### src/rtl/array_collector.sv
// Collects DEPTH words from a sync/notify input channel and offers them as one array on the output channel.
// Array offered 1 cycle after the last input transfer; input stalls (notify low) until the array is taken.
module array_collector #(
  parameter int WIDTH         = 32,
  parameter int DEPTH         = 2,
  parameter int REVERSE       = 0,
  parameter int CLEAR_ON_SEND = 0
) (
  input  logic                    clk,
  input  logic                    rst,
  input  logic signed [WIDTH-1:0] b_in,
  input  logic                    b_in_sync,
  output logic                    b_in_notify,
  output logic [DEPTH*WIDTH-1:0]  b_out,
  input  logic                    b_out_sync,
  output logic                    b_out_notify
);

  localparam int IDXW = (DEPTH > 1) ? $clog2(DEPTH) : 1;
  localparam logic [IDXW-1:0] IDX_START = (REVERSE != 0) ? IDXW'(DEPTH - 1) : '0;
  localparam logic [IDXW-1:0] IDX_LAST  = (REVERSE != 0) ? '0 : IDXW'(DEPTH - 1);

  typedef enum logic {S_FILL = 1'b0, S_SEND = 1'b1} state_t;

  state_t           r_state;
  state_t           w_state_nxt;
  logic             r_in_notify;
  logic             r_out_notify;
  logic             w_in_notify_nxt;
  logic             w_out_notify_nxt;
  logic [IDXW-1:0]  r_idx;
  logic [WIDTH-1:0] r_arr [DEPTH];
  logic             w_in_xfer;
  logic             w_out_xfer;
  logic             w_at_last;

  assign w_in_xfer  = r_in_notify & b_in_sync;
  assign w_out_xfer = r_out_notify & b_out_sync;
  assign w_at_last  = (r_idx == IDX_LAST);

  always_ff @(posedge clk or posedge rst) begin
    if (rst) begin
      r_state      <= S_FILL;
      r_in_notify  <= 1'b1;
      r_out_notify <= 1'b0;
    end else begin
      r_state      <= w_state_nxt;
      r_in_notify  <= w_in_notify_nxt;
      r_out_notify <= w_out_notify_nxt;
    end
  end

  always_comb begin
    w_state_nxt = r_state;
    case (r_state)
      S_FILL:  if (w_in_xfer && w_at_last) w_state_nxt = S_SEND;
      S_SEND:  if (w_out_xfer)             w_state_nxt = S_FILL;
      default:                             w_state_nxt = S_FILL;
    endcase
  end

  // Notifies are registered copies of the next state, so they never overlap.
  always_comb begin
    w_in_notify_nxt  = (w_state_nxt == S_FILL);
    w_out_notify_nxt = (w_state_nxt == S_SEND);
  end

  always_ff @(posedge clk or posedge rst) begin
    if (rst) begin
      r_idx <= IDX_START;
    end else if (w_out_xfer) begin
      r_idx <= IDX_START;
    end else if (w_in_xfer && !w_at_last) begin
      r_idx <= (REVERSE != 0) ? r_idx - 1'b1 : r_idx + 1'b1;
    end
  end

  for (genvar i = 0; i < DEPTH; i++) begin : g_elem
    always_ff @(posedge clk or posedge rst) begin
      if (rst) begin
        r_arr[i] <= '0;
      end else if (w_in_xfer && (r_idx == IDXW'(i))) begin
        r_arr[i] <= b_in;
      end else if (w_out_xfer && (CLEAR_ON_SEND != 0)) begin
        r_arr[i] <= '0;
      end
    end
    assign b_out[i*WIDTH +: WIDTH] = r_arr[i];
  end

  assign b_in_notify  = r_in_notify;
  assign b_out_notify = r_out_notify;

endmodule

### config.mk
export PLATFORM = sky130hd
export DESIGN_NAME = array_collector
export DESIGN_NICKNAME = d
export VERILOG_FILES = /design/src/rtl/array_collector.sv
export SDC_FILE = /design/constraint.sdc
export NUM_CORES = 1
export LEC_CHECK = 0
export BUFFER_PORTS_ARGS = -buffer_cell sky130_fd_sc_hd__buf_2
export CORE_MARGIN = 4
export CORE_UTILIZATION = 52
export DETAILED_ROUTE_END_ITERATION = 8
export PLACE_DENSITY = 0.9
export SYNTH_ARGS = -nofsm -noshare
export SYNTH_HDL_FRONTEND = slang
export SYNTH_SLANG_ARGS = --single-unit
### constraint.sdc
create_clock -name clk -period 3.7 [get_ports clk]
set_input_delay 0.185 -clock clk [delete_from_list [all_inputs] [get_ports clk]]
set_output_delay 0.185 -clock clk [all_outputs]
set_load 0.01 [all_outputs]
==> results of run 1 <==
how the worst min path moves through the flow:
stage	from	to	cells past startpoint
after floorplan	b_out_sync	r_idx$_DFFE_PP0P_	1
after global routing	b_out_sync	r_idx$_DFFE_PP0P_	2
after detailed placement	rst	b_out[50]$_DFFE_PP0P_	2
final	b_out_sync	r_idx$_DFFE_PP0P_	2
after CTS	b_out_sync	r_idx$_DFFE_PP0P_	2
after global placement	rst	b_out[50]$_DFFE_PP0P_	2
area by class of cell:
| class | instances | area [um2] | share of cell area (%) |
|---|---|---|---|
| well taps | 67 | 83.8 | 2.45 |
| repair buffers | 103 | 523 | 15.3 |
| clock buffers | 10 | 138 | 4.03 |
| clock inverters | 6 | 88.8 | 2.60 |
| inverters | 1 | 3.75 | 0.110 |
| flip-flops and latches | 67 | 1680 | 49.1 |
| multi-input cells | 70 | 902 | 26.4 |
through the flow:
step           hold slack [ns]  cells
2_1_floorplan            0.271    144
5_1_grt                 0.0528    324
3_5_place_dp             0.311    307
6_report                0.0689    324
4_1_cts                 0.0561    324
3_3_place_gp             0.308    307
routing by layer:
metal / vias up / GRT usage (%) / wire (um)
met5: - / 0 / 0
met4: 0 / 6.70 / 55
met3: 9 / 5.42 / 443
met2: 64 / 28.9 / 2580
met1: 793 / 21.6 / 2150
li1: 727 / - / -
kinds of logic (layout without fill, tap and decap cells):
| kind of cell | Yosys count | in the layout | synth area share, % |
|---|---|---|---|
| simple gates | 2 | 2 | 1.41 |
| flops | 67 | 67 | 63.1 |
| buf+inv | 7 | 120 | 2.96 |
| compound gates | 2 | 2 | 0.376 |
| mux | 66 | 66 | 32.1 |
where the power goes:
group	switching (uW)	internal, uW	total (uW)	leakage [uW]
Clock	271	398	668	0.000108
Combinational	561	747	1310	0.000862
Sequential	213	1110	1330	0.000787
Yosys cell counts:
library cell | instances | share of area [%]
dfstp_2 | 1 | 0.99
mux2_2 | 35 | 15
clkbuf_8 | 3 | 1.6
a21oi_1 | 2 | 0.38
nand3_4 | 1 | 0.66
inv_1 | 1 | 0.14
mux2_4 | 30 | 17
nand3b_4 | 1 | 0.75
dfrtp_1 | 66 | 62
buf_6 | 3 | 1.3
mux2i_1 | 1 | 0.38
registers in the layout (all words and copies together), names as in the netlist:
signal	count
b_in_notify	1
b_out	64
b_out_notify	1
r_idx	1
worst max-delay path, cell delays in order, from the launching register on:
cell     delay (ns)
dfstp_2        0.60
nand3_4        0.50
mux2_4         0.49
timing repair:
action / 4_1_cts / 5_1_grt
hold endpoints to repair: 31 / 0
buffers inserted: 0 / 0
hold buffers: 1 / 0
==> qor.txt, run 1 <==
CTS Buf Count - 9
Drt wl/cell - 16.2 um
GPL Wtd Cong - 0.710
Power Total - 3300 uW
Area after DPL - 0.00318 mm2
Final HPWL DP - 3700 um
Drt total wl - 5230 um
Worst slack, placed - 1.97 ns
Register bit total from synthesis - 67
Final Instance Area - 0.00342 mm2
Initial antenna violation count - 0
Drt pass-1 iters - 2
Clock latency on the worst-skew pair - 0.33 ns
Layout area overhead - 28.5%
Period Utilization, post-route - 46.3%
Crit path DAT - 1.92 ns
Ant diodes - 0
DR vias - 1,593
DRT iter0 DRCs - 45
Hold WC Path Type - input pin to register
CTS tree - built
CP Launch Type - register
Starting Density - 54.8%
Fin. Hold Viols - 0
Clk slew on worst S/H paths - 0.06 ns
Worst EP required - 3.90 ns
Setup crit end - b_out[52]$_DFFE_PP0P_
Netlist cell types - 11
Remaining routing DRC violations - 0
Commonest non-fill, non-tap cells in the layout - buf_2, dfrtp_1, mux2_2
Capture point of the worst reg-to-reg path - b_out[52]$_DFFE_PP0P_
Overflow left after global routing - 0
RSZ-0062 raised after global routing - false
Reg2reg start - b_in_notify$_DFF_PP1_
Vias/cell - 4.92
Layout cells sized above 1 - 72.8%
GRT Total Usage - 17.5%
Ys Warns - 0
Vias in the first global route - 1,767
CP startpoint - b_in_notify$_DFF_PP1_
Sequential area share after synthesis - 63.1%
Final WS setup - 1.99 ns
Die X - 79.5 um
Largest net degree at the start of global routing - 37
Fill cells - 332
Port bufs - 101
Mean Syn Cell Area - 18.5 um2
Status - complete, no violations
Die span in y - 79.5 um
Slew headroom - 56.8%
Core area - 0.00485 mm2
Post-Synthesis Cells - 144
Util after Layout - 70.5%
Final #Nets - 288
Die area - 0.00632 mm2
CP endpoint kind - register
Slew @ Worst Pin - 0.647 ns
Fin Setup TNS - 0 ns
Final setup viols - 0
Achievable Freq - 583 MHz
Syn Std Cell Area - 0.00266 mm2
Max Fanout on Critical Path - 34
FP Rows - 25
Max VDD drop - 0.499 mV
Slew Limit Fails - 0
Ports - 102
Net Count, Synth - 180
H-tree Lvls - 3
Antenna viol nets, final - 0
P_leak - 0.00176 uW
Critical path class - register to register
Clock sink count - 67
Clock Skew - 0.0141 ns
PostCTS Resize Cnt - 0
Power Dens Cells - 967 mW/mm2
First-pass GRT wire length - 8450 um
Clock Path Buffers - 2
Crit path time final - 1.71 ns
Most common cell after layout, fill and taps aside - buf_2
Root buf cell - clkbuf_8
Max Cap Viol - 0
Worst R2R Setup Slack - 1.99 ns
Register-to-Register Path Depth - 2
(Power assumes the default switching activity.)
==> run 2: changes to the inputs <==
CORE_UTILIZATION = 48   (was 52)
PLACE_DENSITY = 0.85   (was 0.9)
clock period = 1.7 ns   (was 3.7 ns; I/O delays follow)
==> qor.txt, run 2 (synthesis gave the netlist of run 1 again) <==
Status - complete, no violations
Core area - 0.00524 mm2
CP endpoint kind - register
Layout area overhead - 40.8%
Worst EP required - 1.92 ns
RSZ-0062 raised after global routing - false
Max Fanout on Critical Path - 20
Commonest non-fill, non-tap cells in the layout - buf_2, dfrtp_1, mux2_2
Overflow left after global routing - 0
CTS Buf Count - 9
Critical path class - register to register
Final HPWL DP - 4010 um
Max Cap Viol - 0
Post-CTS Setup Bufs - 0
Largest net degree at the start of global routing - 29
GPL Wtd Cong - 0.737
Max VDD drop - 0.981 mV
Root buf cell - clkbuf_8
CP Launch Type - register
Clock Path Buffers - 2
First-pass GRT wire length - 10,000 um
Final setup viols - 0
Die X - 82.4 um
Initial antenna violation count - 0
Clk slew on worst S/H paths - 0.07 ns
Crit path time final - 1.50 ns
Fin Setup TNS - 0 ns
Drt total wl - 6080 um
CTS tree - built
Critical path's top delay family - flip-flops
Drt wl/cell - 16.7 um
Critical-path cell list - nand3b_4, buf_12, mux2_2
Critical path's slowest cell - dfstp_2
Ant diodes - 0
Antenna viol nets, final - 0
Slew Limit Fails - 0
Slew @ Worst Pin - 0.610 ns
Comb pwr share - 42.5%
Vias in the first global route - 2,003
Crit path DAT - 1.72 ns
Slew headroom - 59.3%
Remaining routing DRC violations - 0
Internal Power - 4700 uW
Worst R2R Setup Slack - 0.20 ns
Starting Density - 50.8%
Drt pass-1 iters - 4
Fill cells - 348
Port bufs - 101
Switch share - 33.0%
Die area - 0.00679 mm2
P_leak - 0.00190 uW
H-tree Lvls - 3
GRT Total Usage - 20.5%
Storage cell area - 0.00168 mm2
FP Rows - 26
DRT iter0 DRCs - 42
Most common cell after layout, fill and taps aside - buf_2
Ports - 102
Net Sw Power - 2310 uW
Area of the multi-input gates - 902 um2
Fin. Hold Viols - 0
WHS - 0.0204 ns
Period Utilization, post-route - 88.4%
DR vias - 1,755
CP bufs+invs - 1
Hold WC Path Type - input pin to register
Sequential group share of total power - 41.5%
CP max stage delay - 0.60 ns
Number of flip-flops in the largest register - 64
Clock latency on the worst-skew pair - 0.34 ns
Die span in y - 82.4 um
Clock Skew - 0.00754 ns
Layout cells sized above 1 - 64.3%
Vias/cell - 4.82
Achievable Freq - 666 MHz
Clock Power Share - 16.0%
Power Dens Cells - 1870 mW/mm2
Clock sink count - 67
Final #Nets - 325
run 2: changes by cell type in the layout (fill, tap and decap cells not counted):
cell and change:
buf_4 +3, clkinvlp_4 -1, bufinv_16 -2, clkinv_2 +2
buf_12 +2, inv_2 -1, clkbuf_1 +3, clkinv_4 -1
dlygate4sd3_1 +32
run 2: final timing paths:
check                                      startpoint               endpoint  cells after the start
worst max-delay path            b_in_notify$_DFF_PP1_  b_out[27]$_DFFE_PP0P_                      3
worst min-delay path                          b_in[9]   b_out[9]$_DFFE_PP0P_                      2
worst max register to register  b_in_notify$_DFF_PP1_  b_out[27]$_DFFE_PP0P_                      3
worst min register to register  b_out[60]$_DFFE_PP0P_  b_out[60]$_DFFE_PP0P_                      1
max in group asynchronous                         rst  b_out[24]$_DFFE_PP0P_                      4
min in group asynchronous                         rst  b_out[34]$_DFFE_PP0P_                      3
run 2: stage by stage:
stage | total power, uW | instance area (um2) | util (%) | setup WS, ns | std cells
finish | 7010 | 3740 | 71.5 | 0.198 | 364
global route | 7490 | 3740 | 71.5 | 0.143 | 364
CTS | 7070 | 3740 | 71.5 | 0.198 | 364
detailed placement | 5850 | 3250 | 62.1 | 0.220 | 315
global placement | 5730 | 3250 | 62.1 | 0.264 | 315
floorplan | 4730 | 2660 | - | 0.382 | 144
run 2: what timing repair did:
action                                 CTS  global route
endpoints found under the hold margin   83             0
resized for setup                        0             0
hold buffers                            33             0
run 2: power groups by stage:
stage	Combinational (uW)	Clock, uW	Sequential [uW]
after floorplan	1470	0	3260
after detailed placement	2940	0	2900
after global routing	3230	1240	3020
after global placement	2850	0	2890
final	2980	1120	2910
after CTS	3000	1160	2900
run 2: routing by layer:
| metal | vias up | global-route usage, % | part of all wire (%) | wire [um] |
|---|---|---|---|---|
| met3 | 15 | 7.81 | 8.2 | 501 |
| met1 | 864 | 23.1 | 39 | 2350 |
| li1 | 798 | - | - | - |
| met5 | - | 0 | 0 | 0 |
| met2 | 78 | 35.0 | 51 | 3110 |
| met4 | 0 | 8.14 | 1.9 | 114 |
run 2: layout make-up:
| cell class | count | area share (%) |
|---|---|---|
| clock buffer | 13 | 3.98 |
| clock inverter | 3 | 0.401 |
| inverter | 1 | 0.200 |
| multi-input combinational | 70 | 24.1 |
| sequential | 67 | 44.8 |
| tap | 70 | 2.34 |
| timing repair buffer | 140 | 24.2 |
